### src/rtl/bram_i2s_pkg.sv
// Shared constants for the BRAM-to-I2S playback path.
package bram_i2s_pkg;
  localparam int unsigned SLOTS_PER_FRAME = 64;
  localparam int unsigned SLOTS_PER_CH    = 32;
  localparam int unsigned SAMPLE_W        = 16;

  function automatic int unsigned frame_len(input int unsigned bclk_div);
    return SLOTS_PER_FRAME * bclk_div;
  endfunction
endpackage

### src/rtl/bram_i2s_player_i2s_tx.sv
// I2S transmitter: frame counter, MCLK/BCLK/LRCLK generation and MSB-first
// serialisation of a stereo word, all outputs registered with one clk delay.
module i2s_tx
  import bram_i2s_pkg::*;
#(
  parameter int unsigned MCLK_DIV = 8,
  parameter int unsigned BCLK_DIV = 32
) (
  input  logic                    clk,
  input  logic                    rstn,
  input  logic [2*SAMPLE_W-1:0]   sample,
  output logic                    frame_end,
  output logic                    mclk,
  output logic                    bclk,
  output logic                    lrclk,
  output logic                    dacdat
);
  localparam int unsigned FRAME = frame_len(BCLK_DIV);
  localparam int unsigned CNT_W = $clog2(FRAME);
  localparam int unsigned IDX_W = $clog2(SAMPLE_W);

  logic [CNT_W-1:0]           cnt;
  logic [31:0]                cnt_w;
  logic [31:0]                slot;
  logic [31:0]                ph;
  logic signed [SAMPLE_W-1:0] left_s;
  logic signed [SAMPLE_W-1:0] right_s;
  logic mclk_p0, bclk_p0, lrclk_p0, dacdat_p0;
  logic mclk_p1, bclk_p1, lrclk_p1, dacdat_p1;

  assign left_s    = sample[2*SAMPLE_W-1:SAMPLE_W];
  assign right_s   = sample[SAMPLE_W-1:0];
  assign frame_end = (cnt == CNT_W'(FRAME - 1));

  always_ff @(posedge clk) begin
    if (!rstn) begin
      cnt <= '0;
    end else begin
      cnt <= frame_end ? '0 : cnt + CNT_W'(1);
    end
  end

  // Stage p0: combinational decode of the frame position
  always_comb begin
    cnt_w     = 32'(cnt);
    slot      = cnt_w / BCLK_DIV;
    ph        = cnt_w % BCLK_DIV;
    mclk_p0   = (cnt_w % MCLK_DIV) >= (MCLK_DIV / 2);
    bclk_p0   = ph >= (BCLK_DIV / 2);
    lrclk_p0  = slot >= SLOTS_PER_CH;
    dacdat_p0 = 1'b0;
    // One-slot I2S delay: slot 1 carries the MSB of each channel
    if (slot >= 1 && slot <= SAMPLE_W) begin
      dacdat_p0 = left_s[IDX_W'(SAMPLE_W - slot)];
    end else if (slot >= SLOTS_PER_CH + 1 && slot <= SLOTS_PER_CH + SAMPLE_W) begin
      dacdat_p0 = right_s[IDX_W'(SLOTS_PER_CH + SAMPLE_W - slot)];
    end
  end

  // Stage p1: registered pins, equal latency for every output
  always_ff @(posedge clk) begin
    if (!rstn) begin
      mclk_p1   <= 1'b0;
      bclk_p1   <= 1'b0;
      lrclk_p1  <= 1'b0;
      dacdat_p1 <= 1'b0;
    end else begin
      mclk_p1   <= mclk_p0;
      bclk_p1   <= bclk_p0;
      lrclk_p1  <= lrclk_p0;
      dacdat_p1 <= dacdat_p0;
    end
  end

  assign mclk   = mclk_p1;
  assign bclk   = bclk_p1;
  assign lrclk  = lrclk_p1;
  assign dacdat = dacdat_p1;
endmodule

### src/rtl/bram_i2s_player.sv
// Audio playback top: walks a BRAM one word per frame and hands each stereo
// word to the I2S transmitter for the following frame.
module bram_i2s_player
  import bram_i2s_pkg::*;
#(
  parameter int unsigned MCLK_DIV = 8,
  parameter int unsigned BCLK_DIV = 32,
  parameter int unsigned DEPTH    = 65536
) (
  input  logic        clk,
  input  logic        rstn,
  output logic [31:0] bram_addra,
  input  logic [31:0] bram_douta,
  output logic        mclk,
  output logic        bclk,
  output logic        lrclk,
  output logic        dacdat
);
  localparam int unsigned AW = (DEPTH > 1) ? $clog2(DEPTH) : 1;

  logic [AW-1:0]           addr_q;
  logic [2*SAMPLE_W-1:0]   sample_q;
  logic                    frame_end;

  // Address is held for a whole frame, so the registered read data is settled
  // well before the latch on the last cycle of the frame.
  always_ff @(posedge clk) begin
    if (!rstn) begin
      addr_q   <= '0;
      sample_q <= '0;
    end else if (frame_end) begin
      sample_q <= bram_douta;
      addr_q   <= (addr_q == AW'(DEPTH - 1)) ? '0 : addr_q + AW'(1);
    end
  end

  assign bram_addra = 32'(addr_q);

  i2s_tx #(
    .MCLK_DIV (MCLK_DIV),
    .BCLK_DIV (BCLK_DIV)
  ) u_tx (
    .clk       (clk),
    .rstn      (rstn),
    .sample    (sample_q),
    .frame_end (frame_end),
    .mclk      (mclk),
    .bclk      (bclk),
    .lrclk     (lrclk),
    .dacdat    (dacdat)
  );
endmodule

### config.mk
export PLATFORM = sky130hd
export DESIGN_NAME = bram_i2s_player
export DESIGN_NICKNAME = d
export VERILOG_FILES = /design/src/rtl/bram_i2s_pkg.sv /design/src/rtl/bram_i2s_player_i2s_tx.sv /design/src/rtl/bram_i2s_player.sv
export SDC_FILE = /design/constraint.sdc
export NUM_CORES = 1
export LEC_CHECK = 0
export BUFFER_PORTS_ARGS = -buffer_cell sky130_fd_sc_hd__buf_2
export CORE_ASPECT_RATIO = 1.2
export CORE_UTILIZATION = 54
export DETAILED_ROUTE_END_ITERATION = 6
export PLACE_DENSITY = 0.8
export SYNTH_ARGS = -nofsm -noshare
export SYNTH_HDL_FRONTEND = slang
export SYNTH_SLANG_ARGS = --single-unit
export TNS_END_PERCENT = 30
### constraint.sdc
create_clock -name clk -period 2.4 [get_ports clk]
set_input_delay 0.72 -clock clk [delete_from_list [all_inputs] [get_ports clk]]
set_output_delay 0.72 -clock clk [all_outputs]
set_load 0.03 [all_outputs]
==> results of run 1 <==
==> worst register-to-register path: stages (launching register included) <==
cell and delay, ps:
sky130_fd_sc_hd__dfxtp_1 530, sky130_fd_sc_hd__inv_1 170, sky130_fd_sc_hd__ha_1 510, sky130_fd_sc_hd__mux4_2 540
sky130_fd_sc_hd__inv_1 70, sky130_fd_sc_hd__a222oi_1 80, sky130_fd_sc_hd__a22o_1 210
==> per-stage QoR <==
stage                     utilization  hold WS [ps]
after floorplan                     -           425
after global placement          0.614           439
after detailed placement        0.614           447
after CTS                       0.644           455
after global routing            0.644           477
final                           0.644           453
==> final timing paths <==
kind                               endpoint  slack [ps]                 startpoint  cells after the start
setup / recovery     u_tx.dacdat$_SDFF_PN0_         180     u_tx.cnt[6]$_SDFF_PP0_                      6
hold / removal    sample_q[24]$_SDFFE_PN0N_         450  sample_q[24]$_SDFFE_PN0N_                      2
setup reg to reg     u_tx.dacdat$_SDFF_PN0_         180     u_tx.cnt[6]$_SDFF_PP0_                      6
hold reg to reg   sample_q[24]$_SDFFE_PN0N_         450  sample_q[24]$_SDFFE_PN0N_                      2
==> final cells by class <==
type	count	area [sq um]
Clock inverter	1	5.00
Clock buffer	13	159
Tap cell	62	77.6
Timing Repair Buffer	61	325
Inverter	14	52.6
Sequential cell	63	1260
Fill cell	492	1920
Multi-Input combinational cell	261	1600
==> power groups by stage <==
stage / Combinational [mW] / Sequential, mW / Clock [mW]
after floorplan: 0.0803 / 1.09 / 0
after global placement: 0.103 / 1.08 / 0
after detailed placement: 0.105 / 1.08 / 0
after CTS: 0.105 / 1.06 / 0.804
after global routing: 0.114 / 1.06 / 0.857
final: 0.105 / 1.06 / 0.790
==> flip-flops by register name (all words and copies together), names as in the netlist <==
| name | count |
|---|---|
| sample_q | 32 |
| addr_q | 16 |
| u_tx.cnt | 11 |
| u_tx.bclk | 1 |
| u_tx.dacdat | 1 |
| u_tx.lrclk | 1 |
| u_tx.mclk | 1 |
==> routing by layer <==
layer / vias to the layer above / part of all wire / track usage
met5: - / 0 / 0
met3: 10 / 0.052 / 0.0582
met4: 0 / 0.014 / 0.113
met2: 83 / 0.52 / 0.397
met1: 1274 / 0.42 / 0.255
li1: 1312 / - / -
==> placed cells by master (no fill, tap or decap), types with 2 or more instances in the layout <==
cell type	count
sky130_fd_sc_hd__o21a_1	2
sky130_fd_sc_hd__clkbuf_8	11
sky130_fd_sc_hd__clkbuf_1	2
sky130_fd_sc_hd__o21ai_0	2
sky130_fd_sc_hd__a21oi_1	43
sky130_fd_sc_hd__ha_1	7
sky130_fd_sc_hd__o41ai_1	2
sky130_fd_sc_hd__nand2b_1	3
sky130_fd_sc_hd__or4_1	6
sky130_fd_sc_hd__and3_1	4
sky130_fd_sc_hd__buf_4	8
sky130_fd_sc_hd__a222oi_1	2
sky130_fd_sc_hd__xnor2_1	3
sky130_fd_sc_hd__o31ai_1	7
sky130_fd_sc_hd__inv_1	13
sky130_fd_sc_hd__nand4_1	4
sky130_fd_sc_hd__and2_1	5
sky130_fd_sc_hd__mux2i_1	6
sky130_fd_sc_hd__or3_1	4
sky130_fd_sc_hd__nand3_1	10
sky130_fd_sc_hd__a31oi_1	2
sky130_fd_sc_hd__and4_1	4
sky130_fd_sc_hd__dfxtp_1	63
sky130_fd_sc_hd__nor4_1	3
sky130_fd_sc_hd__nor3_1	4
sky130_fd_sc_hd__buf_2	53
sky130_fd_sc_hd__mux4_2	8
sky130_fd_sc_hd__o211ai_1	2
sky130_fd_sc_hd__nor2_1	10
sky130_fd_sc_hd__xor2_1	8
sky130_fd_sc_hd__nand2_1	81
sky130_fd_sc_hd__conb_1	16
sky130_fd_sc_hd__o311ai_0	2
==> kinds of logic after synthesis <==
kind of cell               Yosys count  synth area share
and+or+nand+nor                    146             0.230
AOI/OAI and AO/OA                   67             0.130
DFF                                 63             0.406
buffers and inverters               53            0.0956
muxes                               14            0.0774
xor gates and xnor gates            11            0.0311
adders and majority gates            7            0.0282
other                                1           0.00121
==> impl.org, run 1 <==
** Setup path
- Critical path cell sequence :: inv_1, ha_1, mux4_2, inv_1, a222oi_1, a22o_1
- By instance count, the cell type seen most on the critical path is sky130_fd_sc_hd__inv_1.
- Highest fanout seen on the critical path :: 9
- Cell family with the largest share of critical-path delay :: multiplexers
- On the critical path, the stage with the largest delay is an instance of sky130_fd_sc_hd__mux4_2.
- STA puts the critical path data arrival time at about 2500 ps.
- Endpoint class of the critical path :: flop
- The worst setup path is of the reg2reg kind.
- At the worst endpoint, the required time is 2640 ps.
- On the worst path, the slowest cell contributes a delay of 540 ps.
- Number of buffer and inverter instances along the worst setup path :: 2
- Startpoint kind of the worst setup timing path :: flop

** Placement
- In this run the tool buffered the top-level ports with 53 buffer cells.
- Once placement completed, the tool counted placed cells totaling 461.
- Placer Congestion :: 0.827
- Worst Setup Slack post-DPL :: 180 ps
- Post-Place Cell Area :: 3320 sq um
- The HPWL after detailed placement is 4410 um.

** Timing
- Maximum clock rate :: 450 MHz
- Final Slew Violations :: 0
- Setup violations remaining at the end of the flow were counted as 0.
- Setup repair after global routing left no endpoint under its margin.
- The worst pin sits at a relative slew slack of 0.654.
- The total count of hold-check failures in the final report is 0.
- Of the available clock period, the critical path in the final layout requires 0.925.
- Smallest setup slack after layout :: 180 ps
- Minimum period implied by the final worst setup slack :: 2220 ps
- Final sum of negative setup slack :: 0 ps
- The clock arrives with 7.21 ps of skew.
- At the pin with the least slew margin, the transition time is about 520 ps.

** Finish
- Final-stage net count :: 451
- The finished cells cover 3480 sq um.
- Non-filler cells, final :: 475
- 0 antenna diodes ended up in the layout.
- Compared with the post-synthesis result, the final layout area differs by 12.2%.
- Share of post-route cells with drive strength above 1 :: 0.208

** Floorplan
- 70 I/O pins were placed.
- The die is 71.2 um wide.
- For this configuration, the core starts out at a cell density of 0.574.
- The floorplan has 29 rows.
- The core region is 5410 sq um.
- The die covers 6050 sq um.
- Die Ht :: between 80 and 90 um

** CTS
- Clock latency on the worst-skew pair :: 340 ps
- Clock tree from TritonCTS :: built
- Library cell used as clock root buffer :: sky130_fd_sc_hd__clkbuf_8
- For this design, the sink count on the clock tree is 63.
- TritonCTS created 9 clock buffers.
- The number of hold buffers added after CTS was 0.
- Post-CTS repair timing setup buffer count :: 0
- CTS resizes :: 0
- The clock tree synthesis step divided the H-tree into 3 levels.
- After clock tree synthesis, the clock-pin slew on the worst setup and hold paths is 60 ps.
- Maximum clock insertion buffer count :: 2

** Synth
- Yosys warning total :: 0
- Counting flops and latches in the post-synthesis netlist gives 63.
- Summed over all instances, the cell type with the most area after synthesis is sky130_fd_sc_hd__dfxtp_1.
- Fraction of post-synthesis cell area in the top cell type by area :: 0.406
- Cell area after technology mapping :: 3100 sq um
- Most frequent cells after synthesis :: sky130_fd_sc_hd__nand2_1 (81), sky130_fd_sc_hd__dfxtp_1 (63), sky130_fd_sc_hd__a21oi_1 (43)
- Synth Area per Inst :: 8.57 sq um
- Of all flip-flops after synthesis, the portion carrying an async set or reset was 0.
- Count of mapped cells out of synthesis :: 362
- Synth Flop Type :: sky130_fd_sc_hd__dfxtp_1
- After synthesis, the cell types taking the most area are sky130_fd_sc_hd__dfxtp_1 (41%), sky130_fd_sc_hd__nand2_1 (9.8%), sky130_fd_sc_hd__a21oi_1 (6.9%).
- Yosys cell types :: 45
- Yosys mapped a number of flops with a built-in enable equal to 0.
- sky130_fd_sc_hd__nand2_1 is the most common cell in the netlist.
- Part of the Yosys area used for sequential elements :: 0.406

** Power and ir drop
- Comb pwr share :: 0.054
- Summing internal, switching and leakage power gives ~2.0 mW.
- Worst vdd rail ir drop :: 0.000420 V
- Power per unit of standard cell area :: 562 nW/um^2
- Internal power :: 1.50 mW
- Part of the total power dissipated in sequential elements :: 0.543
- Clock power share :: 0.404
- Switching share of power :: 0.232
- Summed over all nets, the switching power comes to 0.453 mW.
- Reported leakage power :: 1.35 nW

** Detailed routing
- The routed layout has 2679 vias.
- Average detailed-routed wire length per instance :: between 10 and 15 um
- The first TritonRoute pass finished after 7 iterations.
- # DRC :: 4
- Antenna violation net count after detailed routing :: 0
- Aggregate routed wire length :: ~6400 um
- After detailed routing, the number of vias per cell comes to 5.64.
- The detailed router finished its first iteration with 163 violations.

** Hold path
- Type of the worst min-delay path :: reg2reg

** Run status
- The final reports fail on design-rule violations.
- The run finished, with violations left.

** GRT
- Vias in the first global route :: around 2.5k
- The first global-routing pass estimated 10700 um of wire.
- Entering global routing, the biggest net connects 32 pins.
- In the global route stage, overall resource usage came out at 0.227.
- Number of antenna violations at the first check in global routing :: 0
- Total congestion overflow after global routing :: 0

** Run
- Max-cap violations in this run came to 0.
Power figures use the tool's default switching activity.
==> run 2: changes to the inputs <==
Clock period 2.4 ns to 2.2 ns, I/O delays scaled along.
==> impl.org, run 2 (synthesis results as in run 1) <==
** Floorplan
- IO Count :: 70
- Initial core utilization :: 0.574
- Measured along the y axis, the die boundary spans 85.0 um.
- After floorplanning, the core was divided into 29 placement rows.
- Horizontal die dimension :: 71.2 um
- Die area :: 6050 sq um
- After floorplanning, the core was sized to cover 5410 sq um.

** Detailed routing
- Once detail routing completed, the nets flagged for antenna violations numbered 0.
- Aggregate routed wire length :: 6320 um
- Vias after detailed routing :: 2631
- After the first detailed-routing iteration, the DRC count stood at 142.
- The first detailed-routing pass took 7 iterations.
- Using the TritonRoute via totals, the vias-per-cell ratio works out to 5.49.
- Dividing the detail-routed wire length by the instance count gives 13.2 um.
- # DRC :: 4

** Finish
- Of the cells placed in the final design, the portion with a size suffix greater than 1 is 0.216.
- The largest registers in the layout are sample_q: 32 flops, addr_q: 16 flops, u_tx.cnt: 11 flops.
- The library cell used most frequently in the layout, excluding fill and tap cells, is sky130_fd_sc_hd__nand2_1.
- Once layout is complete, the cells apart from fillers number between 400 and 500.
- Relative to the synthesized area, the layout overhead comes to 14.0%.
- The library cells used most frequently in the layout, excluding fill and tap cells, are sky130_fd_sc_hd__nand2_1 (81), sky130_fd_sc_hd__dfxtp_1 (63), sky130_fd_sc_hd__buf_2 (53).
- sample_q holds more flip-flops than any other register.
- The filler cells instantiated in the layout total about 450.
- Final-stage net count :: 455
- Number of flip-flops in the largest register :: 32
- 0 antenna diodes ended up in the layout.

** Setup path
- By startpoint and endpoint, the worst setup path is classified as reg2reg.
- Arrival time worst endpoint :: 2220 ps
- STA puts the critical path data required time at roughly 2400 ps.
- Of all nets on the critical path, the largest fanout is 23.
- The worst register-to-register path ends at addr_q[9]$_SDFFE_PN0N_.
- Peak per-stage delay on the critical path :: approximately 400 ps
- The number of cells on the worst reg-to-reg path is 6.
- Setup slack on the worst reg-to-reg path comes out at roughly 190 ps.
- The critical path goes through ha_1, and2_2, nand4_4, buf_4, o31ai_1, a21oi_1.
- STA classifies the critical path startpoint as a flop.
- Launch instance of the worst register-to-register path :: u_tx.cnt[0]$_SDFF_PP0_
- The slowest stage of the critical path belongs to the cell sky130_fd_sc_hd__o31ai_1.
- Endpoint class of the critical path :: flop

** Power and ir drop
- In this run the static leakage power is 1.38 nW.
- Of the total power, the clock network draws 0.406.
- Total power for the finished layout comes to 2.15 mW.
- Power per unit of standard cell area :: just over 600 nW/um^2
- Across the VDD grid, the largest voltage drop is 0.000433 V.
- Internal power :: 1.64 mW
- The share of total power dissipated in combinational logic is 0.054.
- The share of total power dissipated in sequential elements is 0.540.
- For this design the total switching power over the nets is 0.503 mW.
- Switching share of power :: 0.235

** Timing
- Hold is met by ~450 ps.
- Headroom to the max-slew limit came out at 0.647.
- Between clock sinks in the finished design, the worst skew comes to 7.19 ps.
- Worst-Margin Slew :: 530 ps
- Final sum of negative setup slack :: 0 ps
- Dividing the final minimum period by the clock period gives 0.912.
- Final count of hold timing violations :: 0
- Smallest setup slack after layout :: 193 ps
- Setup violations remaining at the end of the flow were counted as 0.
- Setup repair after global routing missed its margin :: no
- Maximum clock rate :: 498 MHz
- Final Slew Violations :: 0
- After layout, the minimum clock period comes to 2010 ps.

** CTS
- Once the clock tree was built, the setup fixing pass inserted 0 buffers.
- The tree built by TritonCTS fans out to 63 sinks.
- Maximum clock insertion buffer count :: 2
- After clock tree synthesis, the flow added hold-fix buffers numbering 0.
- CTS built an H-tree with a depth of 3.
- Clock latency on the worst-skew pair :: 340 ps
- Clock transition at the register clock pins on the worst setup and hold paths after CTS :: approximately 70 ps
- The number of clock buffers added by TritonCTS is 9.
- TritonCTS built the clock tree.
- CTS resizes :: 0
- Library cell used as clock root buffer :: sky130_fd_sc_hd__clkbuf_8

** GRT
- Aggregate global-route resource usage :: 0.230
- The number of antenna violations at the first check in global routing came to 0.
- The via count of the first global-routing pass came to 2522.
- The first global-routing pass estimated 10900 um of wire.
- Summed over all layers, the global routing overflow is 0.
- Entering global routing, the biggest net connects 26 pins.

** Hold path
- Along the worst hold path, the cell count comes to 2.
- The path class of the tightest hold or removal check is reg2reg.
- End point of the most critical hold path :: sample_q[20]$_SDFFE_PN0N_
- In this run the most critical hold path is launched from sample_q[20]$_SDFFE_PN0N_.

** Placement
- Cell count after placement :: 465
- Placer Congestion :: 0.812
- In this run the tool buffered the top-level ports with between 50 and 60 buffer cells.
- Before CTS, the worst setup slack after placement is 199 ps.
- Detailed placement HPWL :: 4400 um

** Run
- The tool flagged a number of max-cap violations equal to 0.

** Run status
- The flow ran to the end, but the final reports show violations.
- Failing checks :: design-rule violations
[run 2: cell count changes in the layout (fill, tap and decap cells not counted), sizes merged]
cell / change
buf: +4
[run 2: cell type report]
type / count / area [sq um] / area share
inverter: 14 / 52.6 / 0.0149
sequential: 63 / 1260 / 0.357
clock buffer: 13 / 159 / 0.0449
tap: 62 / 77.6 / 0.0219
timing repair buffer: 65 / 380 / 0.108
multi-input combinational: 261 / 1600 / 0.453
clock inverter: 1 / 5.00 / 0.00141
[run 2: critical path, delay by kind of cell (launching register included)]
family                     cells  cell delay (ps)
AOI/OAI and AO/OA              2              480
and+or+nand+nor                2              490
buffers and inverters          1              310
adders and majority gates      1              220
DFF                            1              370
[run 2: worst max-delay path by stage]
stage,from,to,depth (start not counted)
2_1_floorplan,u_tx.cnt[5]$_SDFF_PP0_,u_tx.dacdat$_SDFF_PN0_,8
3_3_place_gp,u_tx.cnt[5]$_SDFF_PP0_,u_tx.dacdat$_SDFF_PN0_,6
3_5_place_dp,u_tx.cnt[0]$_SDFF_PP0_,addr_q[9]$_SDFFE_PN0N_,6
4_1_cts,u_tx.cnt[0]$_SDFF_PP0_,addr_q[9]$_SDFFE_PN0N_,6
5_1_grt,u_tx.cnt[0]$_SDFF_PP0_,addr_q[11]$_SDFFE_PN0N_,6
6_report,u_tx.cnt[0]$_SDFF_PP0_,addr_q[9]$_SDFFE_PN0N_,6
[run 2: metal layers]
| layer | up-vias | GRT usage | wire [um] |
|---|---|---|---|
| met4 | 0 | 0.144 | 156 |
| li1 | 1327 | - | - |
| met5 | - | 0 | 0 |
| met1 | 1221 | 0.277 | 2780 |
| met3 | 13 | 0.0451 | 237 |
| met2 | 70 | 0.375 | 3150 |
[run 2: power by group through the flow]
stage	sequential [mW]	clock (mW)	combinational (mW)
floorplan	1.19	0	0.0876
global placement	1.18	0	0.115
detailed placement	1.18	0	0.116
CTS	1.16	0.879	0.116
global route	1.16	0.938	0.128
finish	1.16	0.871	0.117
[run 2: per-stage QoR]
| step | utilization | cell area [sq um] |
|---|---|---|
| detailed placement | 0.624 | 3370 |
| global route | 0.654 | 3540 |
| finish | 0.654 | 3540 |
| CTS | 0.654 | 3540 |
| global placement | 0.624 | 3370 |
| floorplan | - | 3160 |
